===== src/rtl/counter_pkg.sv =====
// Shared encodings for the counter family: direction and bound-handling values
// driven onto the mode and sat inputs.
package counter_pkg;

    localparam logic COUNT_UP   = 1'b1;
    localparam logic COUNT_DOWN = 1'b0;
    localparam logic MODE_WRAP  = 1'b0;
    localparam logic MODE_SAT   = 1'b1;

endpackage : counter_pkg


===== src/rtl/count_prescaler.sv =====
// Tick generator: raises tick on every PRESCALE-th cycle that has en=1.
// clr restarts the count; tick is combinational so the parent steps on that same edge.
module count_prescaler #(
    parameter int PRESCALE = 4
) (
    input  logic clock,
    input  logic rst,
    input  logic clr,
    input  logic en,
    output logic tick
);

    localparam int CW = (PRESCALE > 1) ? $clog2(PRESCALE) : 1;
    localparam logic [CW-1:0] LAST = CW'(PRESCALE - 1);

    if (PRESCALE < 1) begin : g_bad_prescale
        $error("count_prescaler: PRESCALE must be >= 1");
    end

    logic [CW-1:0] cnt;

    assign tick = en && (cnt == LAST);

    always_ff @(posedge clock) begin
        if (rst || clr) begin
            cnt <= '0;
        end else if (tick) begin
            cnt <= '0;
        end else if (en) begin
            cnt <= cnt + CW'(1);
        end
    end

endmodule : count_prescaler


===== src/rtl/mod_n_up_down_counter.sv =====
// Modulo-N up/down counter with load, saturate-or-wrap bounds, a wrap pulse and
// a sticky overflow flag. Define MOD_COUNTER_PRESCALE_EN to add an input prescaler.
module mod_n_up_down_counter
    import counter_pkg::*;
#(
    parameter int WIDTH   = 8,
    parameter int MODULUS = 10
`ifdef MOD_COUNTER_PRESCALE_EN
    ,
    parameter int PRESCALE = 4
`endif
) (
    input  logic             clock,
    input  logic             rst,
    input  logic             en,
    input  logic             mode,
    input  logic             sat,
    input  logic             load,
    input  logic [WIDTH-1:0] din,
    input  logic             clr_ovf,
    output logic [WIDTH-1:0] dout,
    output logic             wrap,
    output logic             ovf
);

    // Compare constants carry one extra bit so MODULUS = 2**WIDTH stays representable.
    localparam logic [WIDTH:0]   MOD_EXT = (WIDTH + 1)'(MODULUS);
    localparam logic [WIDTH:0]   TOP_EXT = (WIDTH + 1)'(MODULUS - 1);
    localparam logic [WIDTH-1:0] TOP     = WIDTH'(MODULUS - 1);

    if (MODULUS < 2 || longint'(MODULUS) > (longint'(1) << WIDTH)) begin : g_bad_modulus
        $error("mod_n_up_down_counter: MODULUS must lie in 2..2**WIDTH");
    end

    logic             step;
    logic             boundary;
    logic [WIDTH-1:0] load_val;
    logic [WIDTH-1:0] next_dout;

`ifdef MOD_COUNTER_PRESCALE_EN
    count_prescaler #(
        .PRESCALE(PRESCALE)
    ) u_prescaler (
        .clock(clock),
        .rst  (rst),
        .clr  (load),
        .en   (en),
        .tick (step)
    );
`else
    assign step = en;
`endif

    assign load_val = ({1'b0, din} >= MOD_EXT) ? TOP : din;
    assign boundary = step && !load &&
                      ((mode == COUNT_UP) ? ({1'b0, dout} >= TOP_EXT) : (dout == '0));

    always_comb begin
        // NOTE: default first so every path assigns next_dout and no latch is inferred.
        next_dout = dout;
        if (load) begin
            next_dout = load_val;
        end else if (boundary) begin
            if (sat == MODE_WRAP) begin
                next_dout = (mode == COUNT_UP) ? '0 : TOP;
            end
        end else if (step) begin
            next_dout = (mode == COUNT_UP) ? dout + WIDTH'(1) : dout - WIDTH'(1);
        end
    end

    always_ff @(posedge clock) begin
        // NOTE: non-blocking assignments so every register samples pre-edge values.
        if (rst) begin
            dout <= '0;
            wrap <= 1'b0;
            ovf  <= 1'b0;
        end else begin
            dout <= next_dout;
            wrap <= boundary;
            ovf  <= boundary | (ovf & ~clr_ovf);
        end
    end

endmodule : mod_n_up_down_counter


===== config.mk =====
export PLATFORM = sky130hd
export DESIGN_NAME = mod_n_up_down_counter
export DESIGN_NICKNAME = d
export VERILOG_FILES = /design/src/rtl/counter_pkg.sv /design/src/rtl/count_prescaler.sv /design/src/rtl/mod_n_up_down_counter.sv
export SDC_FILE = /design/constraint.sdc
export NUM_CORES = 1
export LEC_CHECK = 0
export ABC_AREA = 1
export CORE_UTILIZATION = 50
export DETAILED_ROUTE_END_ITERATION = 8
export PLACE_DENSITY = 0.8
export RECOVER_POWER = 50
export SLEW_MARGIN = 40
export SYNTH_ARGS = -nofsm -noshare
export SYNTH_HDL_FRONTEND = slang
export SYNTH_SLANG_ARGS = --single-unit

===== constraint.sdc =====
create_clock -name clock -period 4.2 [get_ports clock]
set_input_delay 0.63 -clock clock [delete_from_list [all_inputs] [get_ports clock]]
set_output_delay 0.63 -clock clock [all_outputs]
set_load 0.02 [all_outputs]

Word level (Yosys, flattened, before mapping)
Index checks and enable logic that the tools add are counted.

storage, ports and cells
  bits in registers = 10
  latch bits = 0
  memory bits (writable) = 0
  ROM bits = 0
  bits of input ports = 15
  output and inout bits = 10
  word-level logic and storage cells = 25
  memories = 0

operators by class
  $add $sub $neg = 2
  multipliers = 0
  div/mod/pow operators = 0
  $lt $le $gt $ge = 2
  eq/ne operators = 1
  shift-type cells = 0
  mux-type cells = 8
  bitwise logic cells = 3
  reduce and logical (&&, ||, !) cells = 6

operators with widths
  cell                   count
  $mux W8                6
  $ge A8 B4 Y1 const B   2
  $add A8 B1 Y8 const B  1
  $logic_not A8 Y1       1
  $sub A8 B1 Y8 const B  1
  $mux W4                1
  $ne A3 B3 Y1 const B   1
  $reduce_bool A3 Y1     1
  $logic_and A1 B1 Y1    2
  $reduce_and A2 Y1      1
  $and A1 B1 Y1          1
  $logic_not A1 Y1       1
  $mux W1                1
  $not A1 Y1             1
  $or A1 B1 Y1           1

Depth between registers and ports, before layout
  depth in word-level cells = 5
  gate-level depth with buffers = 10
  depth with buffers taken out = 10

Worst setup path before layout
No wires, ideal clock.

  kind = input port to flip-flop
  start = input port mode
  end = register dout[4]
  library setup time = 132 ps
  arrival time = 1855 ps
  data required time = 4068 ps
  setup slack = 2213 ps
  stages on the path = 8
  buffers on the path = 0
  path through = inv_1 -> ha_1 -> nand2_1 -> nand2_1 -> a31o_2 -> or2_2 -> nand3_1 -> a21oi_1

between the ends
  word-level cells in the longest chain between the ends = 4
  elaborated cells on any way between the ends = 9
  classes of those cells = 1 x eq/ne; 5 x mux; 3 x reduce/logical

RTL lines
  element                                                        line                                                      source
  from (decl)                                                    mod_n_up_down_counter.sv:16                               input logic mode,
  $mux W1 / $mux W8 (equally long branches)                      mod_n_up_down_counter.sv:56, mod_n_up_down_counter.sv:68
  $logic_and A1 B1 Y1 / $mux W8 (equally long branches)          mod_n_up_down_counter.sv:55, mod_n_up_down_counter.sv:67
  $ne A3 B3 Y1 (no line), or another cell as far along           -
  $reduce_and A2 Y1 (no line) / $mux W8 (equally long branches)  -
  to (signal assigned)                                           mod_n_up_down_counter.sv:79                               dout <= next_dout;
  to (decl)                                                      mod_n_up_down_counter.sv:21                               output logic [WIDTH-1:0] dout,

Several ways; a longest one is shown, not always the timed one. The select of a mux whose other input is x is not followed.
A chain may end at the register's enable or synchronous reset.

Worst setup path after layout
Same ends and word-level chain as after synthesis.

==> results.toml <==
[timing]
fin_crit_sh_pct = 60.6
worst_pin_slew_ps = 375
clock_skew_ps = 1.82
slew_viol_final = 0
final.setup.tns_ps = 0
min_period_ps = 2550
finalHoldViolCount = 0
relSlewSlack_pct = 75.0
rsz0062_at_grt = "no"
fmaxAchievable_mhz = 393
setup_viol = 0

[worst_setup_path]
critPathLaunch = "mode"
worst_ep_arrival_time_ps = 2690
worstPathMaxFanout = 9
required_ps = 4340
crit_type = "input pin to flip-flop"
startpoint_type = "input pin"
r2r-start = "dout[3]"
cp-end-kind = "flip-flop"

[layout]
final_util_pct = 72.8
diodes = 0
drive_above_1_share_pct = 8.81
area_growth_pct = 31.4
nets = 183
seq_area_um2 = 200
multi_input_area_um2 = 604
fillers = 135

[logic_synthesis]
synthAdderAreaFrac_pct = 10.9
yosys.area_share.simple_pct = 43.4
synth_cell_types = 26
synth_fp_nets = 156
synth_edf_count = 0
syn_area_per_cell_um2 = 6.52
syn_area_um2 = 873
yosysSeqAreaShare_pct = 22.9
syn-instance-count = 134
async_reset_ff_share_pct = 0
synth_ff_type = "dfxtp_1"
synth-seq-cells = 10
synth_top_family_by_area = "simple AND/OR/NAND/NOR gates"
ys_warn_count = 0
synth_compound_area_share_pct = 11.9
synthMuxAreaShare_pct = 0
synthXorXnorAreaFrac_pct = 3.01

[clocking]
clk_latency_ps = 270
cts_tree = "built"
h-tree-depth = 1
path_clk_slew_ps = 60
cts_buffers = 3
cts_sinks = 10
post_cts_resized = 0
clk_path_buf_depth = 2
hold_buffers = 0
post_cts_buffers = 0
clock-root-buffer = "clkbuf_4"

[routing]
via_count = 990
drt-total-wl_mm = 2.18
ant_nets = 0
routedWlPerCell_um = 12.4
met3_length_um = 104
top_layer_used = "met4"
viasPerCell = 5.66
drt_iter0_drc = 31
wl_met2_mm = 1.06
drc = 0
met1Wirelength_um = 978
drt_first_pass_iters = 4

[job]
max_cap_viol_count = 0

[floorplan]
row_count = 14
start_util_pct = 55.4
coreArea_um2 = 1580
dieArea_um2 = 1920
die_h_um = 43.8
die_w_um = 43.8
io-pin-count = 25

[grt]
antenna_found_initial = 0
grt_max_degree = 14
gr-total-overflow = 0
grt_first_pass_wirelength_mm = 3.71
grt_pass1_vias = 886
grt.total_usage_pct = 26.1

[placed_design]
dp_hpwl_mm = 1.74
port_buffers = 24
gp_congestion = 0.981

[status]
outcome = "finished clean"

[min_path]
hold_path_class = "flip-flop to flip-flop"
hp-start = "ovf"

[pwr]
peakVddDrop_uv = 214
fin_total_pwr_mw = 0.299
power-per-cell-area_nw_per_um2 = 261
power_leakage_nw = 0.552
[routing by layer]
metal	global-route usage [%]	vias to the layer above
met5	0	-
met4	10.6	0
met3	4.58	5
met2	44.8	41
met1	32.1	449
li1	-	495
[cells by family after synthesis]
family	count (synthesis)
compound gates	17
xor+xnor	3
buf+inv	18
flops	10
fa+ha+maj	7
simple gates	79
[worst paths after layout]
path / endpoint / slack [ps] / cells past startpoint
setup reg to reg: dout[4] / 2520 / 7
hold / removal: ovf / 460 / 2
hold reg to reg: ovf / 460 / 2
setup / recovery: dout[4] / 1650 / 9
[through the flow]
stage | area (um^2) | worst slack (ps) | cells | hold WS [ps]
floorplan | 873 | 2210 | 134 | 540
global placement | 1120 | 1430 | 172 | 454
detailed placement | 1120 | 1370 | 172 | 462
CTS | 1150 | 1660 | 175 | 471
global route | 1150 | 1530 | 175 | 494
finish | 1150 | 1650 | 175 | 462
[final cells by class]
type	instances	share of cell area, %
inverter	16	5.23
tap	16	1.74
clock buffer	3	1.96
multi-input combinational	106	52.7
timing repair buffer	24	20.9
sequential	10	17.4
[power breakdown]
group | switching [mW] | internal, mW | total (mW)
Sequential | 0.00829 | 0.101 | 0.109
Clock | 0.0319 | 0.0331 | 0.0650
Combinational | 0.0709 | 0.0540 | 0.125
[cells in the final DEF (no fill, tap or decap), types with 2 or more instances in the layout]
master | netlist | final
dfxtp_1 | 10 | 10
xor2_1 | 2 | 2
nand2_1 | 31 | 31
nand4_1 | 4 | 4
o21a_1 | 2 | 2
nand3b_1 | 2 | 2
inv_1 | 16 | 16
a21oi_1 | 11 | 11
clkbuf_4 | 0 | 3
ha_1 | 6 | 6
or2_2 | 2 | 2
clkdlybuf4s50_1 | 0 | 16
nor2_1 | 14 | 14
dlygate4sd3_1 | 0 | 8
nand3_1 | 19 | 19
nand2_2 | 2 | 2
[Yosys cell counts, types with 2 or more instances]
cell / count / share of area, %
nand2_1: 31 / 13
ha_1: 6 / 8.6
dfxtp_1: 10 / 23
a21oi_1: 11 / 6.3
nand2_2: 2 / 1.4
xor2_1: 2 / 2.0
nand3b_1: 2 / 1.7
inv_1: 16 / 6.9
or2_2: 2 / 1.4
nor2_1: 14 / 6.0
nand3_1: 19 / 11
o21a_1: 2 / 1.7
nand4_1: 4 / 2.9
[sequential cells by signal (all words and copies together), names as in the netlist]
register	cells
wrap	1
dout	8
ovf	1
[worst max-delay path, cell delays in order]
cell,delay (ps)
clkdlybuf4s50_1,620
inv_1,230
ha_1,430
nand2_1,100
nand2_1,60
a31o_2,220
or2_2,260
nand3_1,70
a21oi_1,60
Power figures use the tool's default switching activity.
